## src/rtl/vga_timing_pkg.sv

```systemverilog
// Default 640x480@60 Hz raster constants and shared types for the VGA timing generator.
package vga_timing_pkg;

    localparam int H_ACTIVE = 640;
    localparam int H_FP     = 16;
    localparam int H_SYNC   = 96;
    localparam int H_BP     = 48;
    localparam int V_ACTIVE = 480;
    localparam int V_FP     = 10;
    localparam int V_SYNC   = 2;
    localparam int V_BP     = 33;

    localparam int H_TOTAL      = H_ACTIVE + H_FP + H_SYNC + H_BP;
    localparam int V_TOTAL      = V_ACTIVE + V_FP + V_SYNC + V_BP;
    // Sync windows are half-open: START is the first sync position, END the first one after.
    localparam int H_SYNC_START = H_ACTIVE + H_FP;
    localparam int H_SYNC_END   = H_SYNC_START + H_SYNC;
    localparam int V_SYNC_START = V_ACTIVE + V_FP;
    localparam int V_SYNC_END   = V_SYNC_START + V_SYNC;

    typedef logic [9:0] coord_t;

    function automatic logic in_window(coord_t v, coord_t lo, coord_t hi);
        return (v >= lo) && (v < hi);
    endfunction

endpackage

```

## src/rtl/sync_delay_line.sv

```systemverilog
// Clock-enabled shift register that delays sync bits to match the renderer pixel pipeline.
module sync_delay_line #(
    parameter int               WIDTH     = 2,
    parameter int               DEPTH     = 2,
    parameter logic [WIDTH-1:0] RESET_VAL = '1
) (
    input  logic             vga_clk,
    input  logic             reset_n,
    input  logic             ce,
    input  logic [WIDTH-1:0] din,
    output logic [WIDTH-1:0] dout
);

    generate
        if (DEPTH == 0) begin : g_wire
            assign dout = din;
        end else begin : g_shift
            logic [WIDTH-1:0] stages [DEPTH];

            always_ff @(posedge vga_clk or negedge reset_n) begin
                if (!reset_n) begin
                    for (int i = 0; i < DEPTH; i++) stages[i] <= RESET_VAL;
                end else if (ce) begin
                    stages[0] <= din;
                    for (int i = 1; i < DEPTH; i++) stages[i] <= stages[i-1];
                end
            end

            assign dout = stages[DEPTH-1];
        end
    endgenerate

endmodule

```

## src/rtl/vga_timing_gen.sv

```systemverilog
// Raster counter for the VGA output: coordinates, blanking, line/frame markers,
// and sync pulses delayed to line up with the renderers' registered colour.
module vga_timing_gen #(
    parameter int H_ACTIVE   = vga_timing_pkg::H_ACTIVE,
    parameter int H_FP       = vga_timing_pkg::H_FP,
    parameter int H_SYNC     = vga_timing_pkg::H_SYNC,
    parameter int H_BP       = vga_timing_pkg::H_BP,
    parameter int V_ACTIVE   = vga_timing_pkg::V_ACTIVE,
    parameter int V_FP       = vga_timing_pkg::V_FP,
    parameter int V_SYNC     = vga_timing_pkg::V_SYNC,
    parameter int V_BP       = vga_timing_pkg::V_BP,
    parameter int SYNC_DELAY = 2
) (
    input  logic        vga_clk,
    input  logic        reset_n,
    input  logic        pix_ce,
    output logic [9:0]  DrawX,
    output logic [9:0]  DrawY,
    output logic        blank,
    output logic        hs,
    output logic        vs,
    output logic        line_start,
    output logic        frame_start,
    output logic [15:0] frame_count
);

    import vga_timing_pkg::*;

    localparam coord_t LINE_LEN    = coord_t'(H_ACTIVE + H_FP + H_SYNC + H_BP);
    localparam coord_t FRAME_LINES = coord_t'(V_ACTIVE + V_FP + V_SYNC + V_BP);
    localparam coord_t HS_START    = coord_t'(H_ACTIVE + H_FP);
    localparam coord_t HS_END      = coord_t'(H_ACTIVE + H_FP + H_SYNC);
    localparam coord_t VS_START    = coord_t'(V_ACTIVE + V_FP);
    localparam coord_t VS_END      = coord_t'(V_ACTIVE + V_FP + V_SYNC);

    coord_t      hc;
    coord_t      vc;
    coord_t      hc_next;
    coord_t      vc_next;
    logic        h_wrap;
    logic        v_wrap;
    logic        hsync_raw;
    logic        vsync_raw;
    logic [1:0]  sync_delayed;
    logic [15:0] frame_cnt;

    always_comb begin
        h_wrap  = (hc == LINE_LEN - 10'd1);
        v_wrap  = (vc == FRAME_LINES - 10'd1);
        hc_next = h_wrap ? '0 : hc + 10'd1;
        vc_next = vc;
        if (h_wrap) vc_next = v_wrap ? '0 : vc + 10'd1;
    end

    // Flags are registered from the next-state counters so they change on the same edge as DrawX/DrawY.
    always_ff @(posedge vga_clk or negedge reset_n) begin
        if (!reset_n) begin
            hc          <= '0;
            vc          <= '0;
            blank       <= 1'b1;
            hsync_raw   <= 1'b1;
            vsync_raw   <= 1'b1;
            line_start  <= 1'b0;
            frame_start <= 1'b0;
            frame_cnt   <= '0;
        end else if (pix_ce) begin
            hc          <= hc_next;
            vc          <= vc_next;
            blank       <= (hc_next < coord_t'(H_ACTIVE)) && (vc_next < coord_t'(V_ACTIVE));
            hsync_raw   <= !in_window(hc_next, HS_START, HS_END);
            vsync_raw   <= !in_window(vc_next, VS_START, VS_END);
            line_start  <= (hc_next == '0);
            frame_start <= (hc_next == '0) && (vc_next == '0);
            if (h_wrap && v_wrap) frame_cnt <= frame_cnt + 16'd1;
        end
    end

    sync_delay_line #(
        .WIDTH     (2),
        .DEPTH     (SYNC_DELAY),
        .RESET_VAL (2'b11)
    ) u_sync_delay (
        .vga_clk (vga_clk),
        .reset_n (reset_n),
        .ce      (pix_ce),
        .din     ({hsync_raw, vsync_raw}),
        .dout    (sync_delayed)
    );

    assign DrawX       = hc;
    assign DrawY       = vc;
    assign hs          = sync_delayed[1];
    assign vs          = sync_delayed[0];
    assign frame_count = frame_cnt;

endmodule

```

## config.mk

```make
export PLATFORM = sky130hd
export DESIGN_NAME = vga_timing_gen
export DESIGN_NICKNAME = d
export VERILOG_FILES = /design/src/rtl/vga_timing_pkg.sv /design/src/rtl/sync_delay_line.sv /design/src/rtl/vga_timing_gen.sv
export SDC_FILE = /design/constraint.sdc
export NUM_CORES = 1
export LEC_CHECK = 0
export CAP_MARGIN = 15
export CORE_UTILIZATION = 35
export CTS_BUF_LIST = sky130_fd_sc_hd__clkbuf_16
export CTS_CLUSTER_DIAMETER = 100
export DETAILED_ROUTE_END_ITERATION = 7
export HOLD_SLACK_MARGIN = 0.15
export SETUP_SLACK_MARGIN = 0.1
export SLEW_MARGIN = 20
export SYNTH_ARGS = -nofsm -noshare
export SYNTH_HDL_FRONTEND = slang
export SYNTH_SLANG_ARGS = --single-unit
```

## constraint.sdc

```tcl
create_clock -name vga_clk -period 2.3 [get_ports vga_clk]
set_clock_uncertainty 0.15 [all_clocks]
set_input_delay 0.46 -clock vga_clk [delete_from_list [all_inputs] [get_ports vga_clk]]
set_output_delay 0.46 -clock vga_clk [all_outputs]
set_load 0.1 [all_outputs]
```

==> reports/results.txt <==
Leak Pwr: 1.63 nW
Synthesized net count: 281
PwrDens: 744 nW/um2
Cell count after placement: 420
Largest net degree at the start of global routing: 31
Worst Path Required: 2360 ps
CP Class: flip-flop to flip-flop
Post-synth EDFFs: 0
Period utilisation layout: 0.963
Seq/Total Area, Yosys: 0.432
Worst hold stages: 1
Number of routed nets with antenna violations: 0
Port Buffers: 43
Outcome: finished, final reports clean
Std-Cell Rows: 31
Fillers: 664
Starting Density: 0.362
Fin. max-slew vios: 0
Netlist cell types: 52
Drt wl/cell: 14.3 um
Total CTS buffers: 5
Synth-to-layout area growth: 40.3%
DIE AREA: 7850 um2
Final #Nets: 351
Final critical-path required period: 2210 ps
DRT Pass-1 Iters: 4
Remaining Overflow, GRT: 0
Post-DP HPWL: 4560 um
Gp weighted congestion: 0.829
First-pass GRT wire length: 10200 um
Max Fclk: 452 MHz
DRC: 0
Worst Hold End: frame_count[11]
Area contributors post-synth: dfrtp_1, dfstp_2, xnor2_1
Mapped Cells: 274
Syn_area_per_cell: 9.58 um2
Worst VDD drop: 1.17 mV
Fin cells: 444
RR Startpoint: DrawX[5]
Number of global-route vias before repair: 2095
Main combinational cell family by area after synthesis: simple AND/OR/NAND/NOR gates
Reg2reg setup slack: 90 ps
RSZ-0062 raised after global routing: true
Yosys warnings: 0
Synthesized cell area: 2630 um2
Yosys reg bits: 45
CP endpoint kind: flip-flop
Post-synthesis mux area share: 0.0424
Multi-input logic area: 1520 um2
Clock root cell: clkbuf_16
HP Start: frame_count[11]
# diodes: 0
Slew headroom: 0.768
Clock Sinks: 45
Detailed Route WL: 6340 um
# IOs: 44
Place WS: -68.8 ps
Compound-cell area share of the yosys netlist: 0.128
Via count: 2282
Total track usage: 0.168
R2r endpoint: frame_count[15]
Most instantiated cells after synthesis: dfrtp_1, nand2_1, xnor2_1
Skew-Pair Late Insertion Delay: 280 ps
Asr flop ratio synth: 1.00
Main synth FF type: dfrtp_1
Finished Core Util: 0.508
Final setup fails: 0
Worst slew pin tran: 345 ps
Placed inst area: 3280 um2
Adder-cell area share of the yosys netlist: 0.0191
Startpoint Class: flip-flop
Post-Synth XOR/XNOR Area: 0.0934
Vias per inst: 5.14
Max cap viols: 0
Final Instance Area: 3680 um2
Antenna violations before repair: 0
Crit Path Max Fanout: 5
Worst-path clk slew: 70 ps
Hold Vio Cnt, Final: 0
Storage element area: 1180 um2
Worst hold path type: flip-flop to flip-flop
Post-synthesis simple-gate area fraction: 0.236
Core region area: 7250 um2
Number of H-tree levels: 2
Crit path DAT: 2270 ps
Count leader, synth: dfrtp_1
CTS tree: built
Die Wd: 88.6 um
Share of layout cells above drive strength 1: 0.455
Largest area contributor in the synthesized netlist: dfrtp_1
Area share of the largest cell type after synthesis: 0.362
Max clock buf depth: 2
Die height: 88.6 um
Worst r2r path cells: 7
Iteration-0 DRC Markers: 91
Min setup slack post-route: 86.0 ps
## final cells by class
type | count | area share
Clock buffer | 5 | 0.0340
Timing Repair Buffer | 82 | 0.188
Sequential cell | 45 | 0.321
Inverter | 6 | 0.00611
Tap cell | 99 | 0.0336
Multi-Input combinational cell | 204 | 0.412
Clock inverter | 3 | 0.00577
## report_power, final
| part | internal (mW) | switching, mW | leakage [nW] |
|---|---|---|---|
| registers | 0.891 | 0.120 | 0.544 |
| clock network | 0.405 | 0.315 | 0.0702 |
| logic | 0.286 | 0.725 | 1.02 |
## timing repair
| action | CTS | global route |
|---|---|---|
| setup buffers | 4 | 11 |
| resized for setup | 17 | 16 |
| hold endpoints to repair | 10 | 0 |
| pin swaps | 8 | 13 |
| hold buffers | 1 | 0 |
| setup endpoints to repair | 12 | 14 |
## sequential cells by signal (all words and copies together), names as in the netlist
signal                       count
blank                            1
frame_count                     16
DrawY                           10
hsync_raw                        1
vsync_raw                        1
DrawX                           10
u_sync_delay.g_shift.stages      2
frame_start                      1
line_start                       1
u_sync_delay.dout                2
## kinds of logic after synthesis
logic type	Yosys count
compound gates	51
simple gates	111
mux	10
buf+inv	25
fa+ha+maj	4
flops	45
xor+xnor	28
## cell usage in the layout (no fill, tap or decap), types with 3 or more instances in the layout
cell type,netlist,layout
buf_4,2,71
nand2_1,34,33
dfrtp_1,38,19
xnor2_1,17,17
o21ai_0,16,15
nand3_1,13,12
nor2_1,14,12
xor2_1,11,11
dfrtp_2,0,10
dfrtp_4,0,9
mux2_2,9,9
a21oi_1,8,8
dfstp_2,7,7
inv_1,6,6
and3_1,7,6
nor3_1,9,6
a31oi_1,5,5
clkbuf_16,0,5
buf_12,0,5
nand4_1,4,4
o31ai_1,5,4
and4_4,0,3
nor4_2,1,3
nor3_2,3,3
nor3_4,0,3
nand3b_1,3,3
buf_6,2,3
## how the worst max path moves through the flow
| stage | from | to | slack [ps] | cells after the start |
|---|---|---|---|---|
| CTS | DrawX[6] | frame_count[15] | 100 | 6 |
| global route | DrawY[0] | DrawY[8] | 2 | 7 |
| finish | DrawX[5] | frame_count[15] | 90 | 7 |
| global placement | DrawY[7] | frame_start | -80 | 6 |
| floorplan | DrawX[5] | frame_count[15] | -100 | 8 |
| detailed placement | DrawY[7] | frame_count[15] | -70 | 6 |
## per-layer routing
metal | share of wire | track usage
met1 | 0.46 | 0.232
met2 | 0.50 | 0.271
met3 | 0.038 | 0.0336
met4 | 0.011 | 0.0411
met5 | 0 | 0
## per-stage QoR
stage               TNS, ps  hold slack (ps)  total power [mW]
finish                    0              341              2.74
global route              0              362              2.85
CTS                       0              353              2.75
detailed placement     -110              201              2.01
global placement      -85.5              199              1.99
floorplan              -560             14.4              1.78
## critical path: stages, from the launching register on
cell     delay (ps)
dfrtp_4         490
nor4b_4         240
buf_4           180
and4_4          260
and2_4          170
nand4_4         150
nor4_4          330
xor2_1          170
(Power assumes the default switching activity.)
